$ cat config.mk
export PLATFORM = sky130hd
export DESIGN_NAME = fpu_mant_align_seq
export DESIGN_NICKNAME = d
export VERILOG_FILES = /design/src/rtl/fpu_mant_align_seq_pkg.sv /design/src/rtl/fpu_sticky_shr.sv /design/src/rtl/fpu_mant_align_seq.sv
export SDC_FILE = /design/constraint.sdc
export NUM_CORES = 1
export LEC_CHECK = 0
export BUFFER_PORTS_ARGS = -buffer_cell sky130_fd_sc_hd__clkbuf_2
export CORE_ASPECT_RATIO = 1.4
export CORE_MARGIN = 1.5
export CORE_UTILIZATION = 60
export DETAILED_ROUTE_END_ITERATION = 6
export PLACE_DENSITY = 0.95
export SLEW_MARGIN = 20
export SYNTH_ARGS = -nofsm -noshare
export SYNTH_HDL_FRONTEND = slang
export SYNTH_SLANG_ARGS = --single-unit
$ cat constraint.sdc
create_clock -name clk -period 6.85 [get_ports clk]
set_clock_uncertainty 0.1 [all_clocks]
set_input_delay 1.37 -clock clk [delete_from_list [all_inputs] [get_ports clk]]
set_output_delay 1.37 -clock clk [all_outputs]
set_load 0.1 [all_outputs]
$ cat src/rtl/fpu_mant_align_seq_pkg.sv
// Shared constants and state encoding for the FP adder's mantissa alignment stage.
package fpu_mant_align_seq_pkg;

  localparam int MANT_W  = 24;
  localparam int EXT_W   = MANT_W + 3;
  localparam int SHAMT_W = 8;
  localparam int STEP    = 8;
  localparam int K_W     = $clog2(STEP + 1);

  typedef enum logic [1:0] {
    IDLE  = 2'd0,
    SHIFT = 2'd1,
    DONE  = 2'd2
  } state_e;

endpackage

$ cat src/rtl/fpu_sticky_shr.sv
// Single variable right shift of 0..STEP bits; every bit shifted out is ORed into bit 0.
module fpu_sticky_shr #(
  parameter int EXT_W = 27,
  parameter int STEP  = 8,
  localparam int K_W  = $clog2(STEP + 1)
) (
  input  logic [EXT_W-1:0] din,
  input  logic [K_W-1:0]   k,
  output logic [EXT_W-1:0] dout
);

  logic [EXT_W-1:0] lost_mask;

  // Shift, then fold the discarded low bits into the sticky position
  always_comb begin
    lost_mask = ~({EXT_W{1'b1}} << k);
    dout      = din >> k;
    dout[0]   = dout[0] | (|(din & lost_mask));
  end

endmodule

$ cat src/rtl/fpu_mant_align_seq.sv
// Iterative alignment shifter: right-shifts a mantissa by the exponent
// difference, at most STEP bits per cycle, producing {mant, G, R, S}.
module fpu_mant_align_seq
  import fpu_mant_align_seq_pkg::*;
(
  input  logic               clk,
  input  logic               rst_n,
  input  logic               flush,
  input  logic               in_valid,
  output logic               in_ready,
  input  logic [MANT_W-1:0]  in_mant,
  input  logic [SHAMT_W-1:0] in_shamt,
  output logic               out_valid,
  input  logic               out_ready,
  output logic [EXT_W-1:0]   out_mant_ext,
  output logic               busy
);

  state_e             state_q, state_d;
  logic [EXT_W-1:0]   acc_q, acc_d;
  logic [SHAMT_W-1:0] rem_q, rem_d;
  logic [K_W-1:0]     k;
  logic [SHAMT_W-1:0] rem_next;
  logic [EXT_W-1:0]   shr_out;

  // This cycle's shift amount is the remaining distance, capped at STEP
  always_comb begin
    k        = (rem_q < SHAMT_W'(STEP)) ? rem_q[K_W-1:0] : K_W'(STEP);
    rem_next = rem_q - SHAMT_W'(k);
  end

  fpu_sticky_shr #(
    .EXT_W (EXT_W),
    .STEP  (STEP)
  ) u_shr (
    .din  (acc_q),
    .k    (k),
    .dout (shr_out)
  );

  // Next-state logic: flush wins over accept and over the output handshake
  always_comb begin
    state_d = state_q;
    acc_d   = acc_q;
    rem_d   = rem_q;
    if (flush) begin
      state_d = IDLE;
    end else begin
      case (state_q)
        IDLE: begin
          if (in_valid) begin
            acc_d = {in_mant, 3'b000};
            if (in_shamt >= SHAMT_W'(EXT_W)) begin
              acc_d   = {{(EXT_W-1){1'b0}}, |in_mant};
              state_d = DONE;
            end else if (in_shamt == '0) begin
              state_d = DONE;
            end else begin
              rem_d   = in_shamt;
              state_d = SHIFT;
            end
          end
        end
        SHIFT: begin
          acc_d = shr_out;
          rem_d = rem_next;
          if (rem_next == '0) begin
            state_d = DONE;
          end
        end
        DONE: begin
          if (out_ready) begin
            state_d = IDLE;
          end
        end
        default: state_d = IDLE;
      endcase
    end
  end

  // State, accumulator and remaining-shift registers
  always_ff @(posedge clk or negedge rst_n) begin
    if (!rst_n) begin
      state_q <= IDLE;
      acc_q   <= '0;
      rem_q   <= '0;
    end else begin
      state_q <= state_d;
      acc_q   <= acc_d;
      rem_q   <= rem_d;
    end
  end

  assign in_ready     = (state_q == IDLE);
  assign out_valid    = (state_q == DONE);
  assign busy         = (state_q != IDLE);
  assign out_mant_ext = acc_q;

endmodule

==> flow_metrics.env, run 1 <==
export IMPL_ctsLongestPathBuffers=2
export IMPL_clockRootBuffer="clkbuf_8"
export IMPL_die_w_um=63.9
export IMPL_ioPinCount=67
export IMPL_drv_cap=0
export IMPL_gp_congestion=0.968
export IMPL_worstPathMaxFanout=24
export IMPL_hpwl_um=6680
export IMPL_p_per_area_mw_per_mm2=417
export IMPL_nets=440
export IMPL_start_util=0.634
export IMPL_pwr_share_clk=0.106
export IMPL_grt_pass1_wl_um=15000
export IMPL_wl_um=9270
export IMPL_yosysTopAreaCell="dfrtp_1"
export IMPL_netSwitchingPower_w=0.000870
export IMPL_syn_cell_area_mm2=0.00312
export IMPL_max_clock_freq_mhz=309
export IMPL_finalCritPeriodShare=0.472
export IMPL_synthTopCellsByArea="dfrtp_1, mux2i_1, a21oi_1, nor2_1, o21ai_0"
export IMPL_p_sw_frac=0.595
export IMPL_syn_avg_cell_area_um2=8.86
export IMPL_hold_buffers=0
export IMPL_synth_cell_type_count=66
export IMPL_pwr_share_seq=0.284
export IMPL_criticalPathCategory="in2reg"
export IMPL_cts_resized=0
export IMPL_p_total_w=0.00146
export IMPL_tns_ps=0
export IMPL_numCtsBuffers=5
export IMPL_numClockSinks=37
export IMPL_min_path_type="reg2reg"
export IMPL_worst_pin_slew_ps=1030
export IMPL_met1_usage=0.415
export IMPL_diodes=0
export IMPL_wire_per_inst_um=19.8
export IMPL_finalHoldViolations=0
export IMPL_status="complete, no violations"
export IMPL_drt_vias_per_instance=6.97
export IMPL_setup_violations=0
export IMPL_die_area_mm2=0.00564
export IMPL_std_cell_rows=30
export IMPL_synth_common_cells="mux2i_1, dfrtp_1, nor2_1"
export IMPL_dieHeight_um=88.3
export IMPL_ctsHtreeMaxLevel=2
export IMPL_use_met3=0.0547
export IMPL_async_flop_share=1.00
export IMPL_first_iter_violations=368
export IMPL_cp_end_kind="flop"
export IMPL_grtUsageMet2=0.593
export IMPL_ys_flop_type="dfrtp_1"
export IMPL_final_max_slew_violation_count=0
export IMPL_clkLatencyLatePin_ps=300
export IMPL_core_area_mm2=0.00492
export IMPL_grt_pass1_vias=3055
export IMPL_required_ps=6910
export IMPL_vias=3256
export IMPL_max_slew_margin_rel=0.314
export IMPL_clk_pin_slew_worst_paths_ps=80
export IMPL_synth_edf_count=0
export IMPL_ant_nets=0
export IMPL_synthCells=352
export IMPL_grt_start_max_net_pins=38
export IMPL_cts_tree="done"
export IMPL_synth_top_area_frac=0.297
export IMPL_firstDrtPassIters=5
export IMPL_synth_nets=390
export IMPL_cellLeakagePower_nw=1.73
export IMPL_syn_to_final_growth_pct=12.4
export IMPL_grt_usage=0.341
export IMPL_critPathArrivalTime_ps=3290
export IMPL_io_buffer_count=66
export IMPL_yosysWarnings=0
export IMPL_grt_setup_unrepaired="no"
export IMPL_critPathLaunchType="primary input"
export IMPL_fin_crit_ps=3230
export IMPL_p_int_w=0.000592
export IMPL_ir_drop_mv=0.257
export IMPL_cts_setup_buffers=0
export IMPL_synth_most_common_cell="mux2i_1"
export IMPL_layout_drive_gt1_share=0.246
export IMPL_gr_max_usage_layer="met2"
export IMPL_drc=0
export IMPL_fill_cells=405
export IMPL_ys_seq_area_frac=0.297
export IMPL_antenna_found_initial=0
export IMPL_overflow=0
export IMPL_share_comb_of_total_power=0.610
export IMPL_synth_seq_cells=37
cells in the final DEF, fill, tap and decap left out, types with 2 or more instances in the layout:
cell	count
o22ai_1	7
and3_1	3
clkbuf_2	66
inv_1	6
o21ai_0	17
o2bb2ai_1	2
o21ai_1	7
mux2_1	3
nand3_1	10
nor2b_1	2
or3_1	4
mux4_2	2
o31ai_1	3
a221o_1	2
o21a_1	3
or4_1	3
dfrtp_1	37
o22a_1	9
a21oi_1	25
nor2_2	2
mux2i_1	52
clkbuf_8	5
a221oi_1	8
a2111oi_0	3
a32oi_1	3
nor2_1	29
buf_4	2
nand2b_1	5
mux2_2	4
o211ai_1	3
clkinv_2	2
nor4_1	6
a22oi_1	3
or2_2	2
nor3_1	7
a31oi_1	3
nand2_1	21
a211oi_1	2
through the flow:
stage | instance area (um2) | setup slack [ps] | hold WS (ps) | std cells | util
2_1_floorplan | 3120 | 3470 | 463 | 352 | -
3_3_place_gp | 3410 | 3560 | 449 | 459 | 0.694
3_5_place_dp | 3410 | 3470 | 449 | 459 | 0.694
4_1_cts | 3500 | 3740 | 473 | 467 | 0.711
5_1_grt | 3500 | 3520 | 503 | 467 | 0.712
6_report | 3500 | 3620 | 471 | 467 | 0.712
cells by family (layout without fill, tap and decap cells):
kind of cell / Yosys count / after routing / synth area share
muxes: 62 / 62 / 0.211
and+or+nand+nor: 103 / 103 / 0.173
buffers and inverters: 31 / 82 / 0.0502
xor gates and xnor gates: 1 / 1 / 0.00281
AOI/OAI and AO/OA: 116 / 116 / 0.260
DFF: 37 / 37 / 0.297
adders and majority gates: 1 / 1 / 0.00401
other: 1 / 1 / 0.00120
final timing paths:
kind / end / cells after the start / slack (ps) / start
min in group asynchronous: out_mant_ext[23] / 1 / 1090 / rst_n
max: out_mant_ext[0] / 6 / 3620 / flush
min reg2reg: out_mant_ext[1] / 2 / 470 / out_mant_ext[1]
min: out_mant_ext[1] / 2 / 470 / out_mant_ext[1]
max in group asynchronous: out_mant_ext[3] / 1 / 4980 / rst_n
max reg2reg: state_q[1] / 10 / 3840 / rem_q[4]
worst max-delay path, stage by stage:
cell and delay (ps):
clkbuf_2 120, nor2_1 210, o21a_1 790, nand3_1 180, a2111oi_0 460, a41oi_1 160
per-layer routing:
metal  share of wire  vias up
met5               0        -
met4           0.029        0
met3           0.081       34
met2            0.50      206
met1            0.39     1554
li1                -     1462
power groups by stage:
stage / Clock (W) / Combinational, W / Sequential [W]
final: 0.000155 / 0.000892 / 0.000415
after global placement: 0 / 0.000863 / 0.000410
after floorplan: 0 / 0.000458 / 0.000660
after detailed placement: 0 / 0.000877 / 0.000412
after global routing: 0.000165 / 0.000935 / 0.000424
after CTS: 0.000154 / 0.000881 / 0.000408
final cells by class:
class,count,area [um2],area share
timing repair buffer,68,345,0.0986
clock inverter,2,10.0,0.00286
sequential,37,926,0.264
multi-input combinational,284,2050,0.584
tap,64,80.1,0.0229
inverter,6,22.5,0.00643
clock buffer,6,72.6,0.0207
sequential cells by signal (all words and copies together), names as in the netlist:
signal and count:
out_mant_ext 27, rem_q 8, state_q 2
No activity file was read; power rests on OpenSTA's default activity.
==> inputs of run 2 (changes only) <==
--- a/config.mk
+++ b/config.mk
@@ -5,12 +5,13 @@
 export SDC_FILE = /design/constraint.sdc
 export NUM_CORES = 1
 export LEC_CHECK = 0
+export ABC_AREA = 1
 export BUFFER_PORTS_ARGS = -buffer_cell sky130_fd_sc_hd__clkbuf_2
 export CORE_ASPECT_RATIO = 1.4
 export CORE_MARGIN = 1.5
-export CORE_UTILIZATION = 60
+export CORE_UTILIZATION = 51
 export DETAILED_ROUTE_END_ITERATION = 6
-export PLACE_DENSITY = 0.95
+export PLACE_DENSITY = 0.87
 export SLEW_MARGIN = 20
 export SYNTH_ARGS = -nofsm -noshare
 export SYNTH_HDL_FRONTEND = slang
==> constraint.sdc (replaced) <==
create_clock -name clk -period 2.93 [get_ports clk]
set_clock_uncertainty 0.1 [all_clocks]
set_input_delay 0.586 -clock clk [delete_from_list [all_inputs] [get_ports clk]]
set_output_delay 0.586 -clock clk [all_outputs]
set_load 0.1 [all_outputs]
==> run 2 against run 1 <==
  * Power grew to 2.7 times the previous value
  * Synthesized cell count grew 53%
  * Critical path type is now reg2reg
  * Sequential power grew 110%
==> flow_metrics.env, run 2 <==
export IMPL_clockRootBuffer="clkbuf_8"
export IMPL_grt_usage=0.307
export IMPL_ir_drop_mv=0.470
export IMPL_yosys_area_share_adder=0.00376
export IMPL_placed_area_mm2=0.00365
export IMPL_ctsHtreeMaxLevel=2
export IMPL_die_w_um=71.3
export IMPL_antenna_found_initial=0
export IMPL_numPlacedInstances=659
export IMPL_yosysWarnings=0
export IMPL_cts_tree="done"
export IMPL_worst_pin_slew_ps=937
export IMPL_fin_crit_ps=2350
export IMPL_synth_compound_area_share=0.159
export IMPL_overflow=0
export IMPL_grt_start_max_net_pins=38
export IMPL_worst_path_buf_inv=2
export IMPL_syn_to_final_growth_pct=12.0
export IMPL_yosysTopAreaCell="dfrtp_1"
export IMPL_cellLeakagePower_nw=1.95
export IMPL_core_area_mm2=0.00625
export IMPL_final_max_slew_violation_count=0
export IMPL_required_ps=3030
export IMPL_min_path_type="in2async"
export IMPL_std_cell_rows=34
export IMPL_ys_flop_type="dfrtp_1"
export IMPL_final_instance_count_excl_fill=665
export IMPL_io_buffer_count=66
export IMPL_max_slew_margin_rel=0.375
export IMPL_crit_family="simple AND/OR/NAND/NOR gates"
export IMPL_register_area_um2=926
export IMPL_finalHoldViolations=0
export IMPL_vias=3957
export IMPL_ioPinCount=67
export IMPL_worstPathMaxFanout=28
export IMPL_fill_cells=610
export IMPL_synth_mux_area_frac=0.00301
export IMPL_r2r_slack_ps=580
export IMPL_syn_cell_area_mm2=0.00333
export IMPL_final_cell_mix="nand2_1, nand3_1, clkbuf_2"
export IMPL_async_flop_share=1.00
export IMPL_slowest_stage="dfrtp_1"
export IMPL_critPathArrivalTime_ps=2450
export IMPL_firstDrtPassIters=5
export IMPL_clk_pin_slew_worst_paths_ps=80
export IMPL_critPathMostFrequentCell="nand3_1"
export IMPL_ys_seq_area_frac=0.278
export IMPL_grt_pass1_wl_um=17500
export IMPL_synth_top_area_frac=0.278
export IMPL_ctsLongestPathBuffers=2
export IMPL_yosys_area_share_simple=0.440
export IMPL_drc=0
export IMPL_grt_pass1_vias=3898
export IMPL_cts_setup_buffers=0
export IMPL_synth_nets=577
export IMPL_largest_reg_flops=27
export IMPL_finalCritPeriodShare=0.803
export IMPL_clkLatencyLatePin_ps=290
export IMPL_status="complete, no violations"
export IMPL_p_per_area_mw_per_mm2=1060
export IMPL_diodes=0
export IMPL_hold_buffers=0
export IMPL_synth_seq_cells=37
export IMPL_wire_per_inst_um=15.5
export IMPL_cts_resized=0
export IMPL_multiInputGateArea_mm2=0.00202
export IMPL_first_iter_violations=595
export IMPL_holdWs_ps=323
export IMPL_design_area_mm2=0.00373
export IMPL_synthCells=539
export IMPL_synth_cell_type_count=41
export IMPL_synthTopCellsByArea="dfrtp_1, nand2_1, nand3_1, inv_1, a21oi_1"
export IMPL_criticalPathCategory="reg2reg"
export IMPL_ant_nets=0
export IMPL_synth_edf_count=0
export IMPL_start_util=0.532
export IMPL_setup_violations=0
export IMPL_layout_drive_gt1_share=0.164
export IMPL_synth_xor_area_frac=0
export IMPL_post_route_util=0.596
export IMPL_nets=632
export IMPL_syn_avg_cell_area_um2=6.17
export IMPL_wl_um=10300
export IMPL_die_area_mm2=0.00702
export IMPL_synth_common_cells="nand2_1, nand3_1, inv_1"
export IMPL_numCtsBuffers=5
export IMPL_numClockSinks=37
export IMPL_cp_end_kind="flop"
export IMPL_dieHeight_um=98.5
export IMPL_critPathLaunchType="flop"
export IMPL_gp_congestion=0.948
export IMPL_hpwl_um=7740
export IMPL_max_clock_freq_mhz=425
export IMPL_cpPeakStageDelay_ps=440
export IMPL_synth_most_common_cell="nand2_1"
export IMPL_layout_commonest_cell="nand2_1"
export IMPL_drv_cap=0
export IMPL_crit_chain="nor2_4, nand2_4, nor2_8, nand2_4, clkinv_2, nand3_1, nand3_1, nand3_1, nand3_1, nand2_1, inv_1"
export IMPL_drt_vias_per_instance=5.95
export IMPL_grt_setup_unrepaired="no"
export IMPL_tns_ps=0
export IMPL_synth_top_family_by_area="simple AND/OR/NAND/NOR gates"
run 2: cell count changes in the layout (fill, tap and decap cells not counted), sizes merged, moves of 9 or more:
cell | before | now
mux2i | 52 | 1
nand3 | 10 | 112
a221oi | 9 | 0
nand2 | 23 | 159
inv | 6 | 57
o22a | 9 | 0
run 2: final timing paths:
path / cells past startpoint / to / from
min in group clk: 2 / out_mant_ext[14] / out_mant_ext[14]
min: 1 / out_mant_ext[21] / rst_n
max in group asynchronous: 1 / out_mant_ext[0] / rst_n
max reg2reg: 11 / out_mant_ext[9] / rem_q[4]
max: 11 / out_mant_ext[9] / rem_q[4]
min reg2reg: 2 / out_mant_ext[14] / out_mant_ext[14]
run 2: worst reg2reg max path: stages (launching register included):
cell and delay (ps):
dfrtp_1 440, nor2_4 90, nand2_4 120, nor2_8 50
nand2_4 280, clkinv_2 410, nand3_1 250, nand3_1 140
nand3_1 140, nand3_1 130, nand2_1 80, inv_1 30
run 2: cell type report:
type / count / area share
clock inverters: 1 / 0.00134
inverters: 59 / 0.0598
flip-flops and latches: 37 / 0.248
well taps: 72 / 0.0242
multi-input cells: 417 / 0.543
repair buffers: 74 / 0.105
clock buffers: 5 / 0.0185
run 2: per-layer routing:
| metal | routed length [um] | track usage | vias up |
|---|---|---|---|
| li1 | - | - | 1907 |
| met1 | 3890 | 0.351 | 1795 |
| met2 | 5170 | 0.528 | 215 |
| met3 | 753 | 0.0429 | 40 |
| met4 | 472 | 0.193 | 0 |
| met5 | 0 | 0 | - |
run 2: power breakdown:
group	internal, W	total [W]	switching [W]
logic	0.000644	0.00275	0.00211
registers	0.000672	0.000864	0.000192
clock network	0.000157	0.000352	0.000195
total	0.00147	0.00397	0.00249
run 2: logic make-up (layout without fill, tap and decap cells):
family / after synthesis / in the layout
other: 1 / 1
buffers and inverters: 85 / 139
AND/OR/NAND/NOR: 323 / 323
adder cells (fa/ha/maj): 1 / 1
AO/OA/AOI/OAI: 91 / 91
multiplexers: 1 / 1
flip-flops: 37 / 37
run 2: metrics by stage:
stage	power (W)	setup slack [ps]
finish	0.00397	577
global route	0.00426	405
CTS	0.00394	674
detailed placement	0.00358	582
global placement	0.00356	645
floorplan	0.00312	54.8
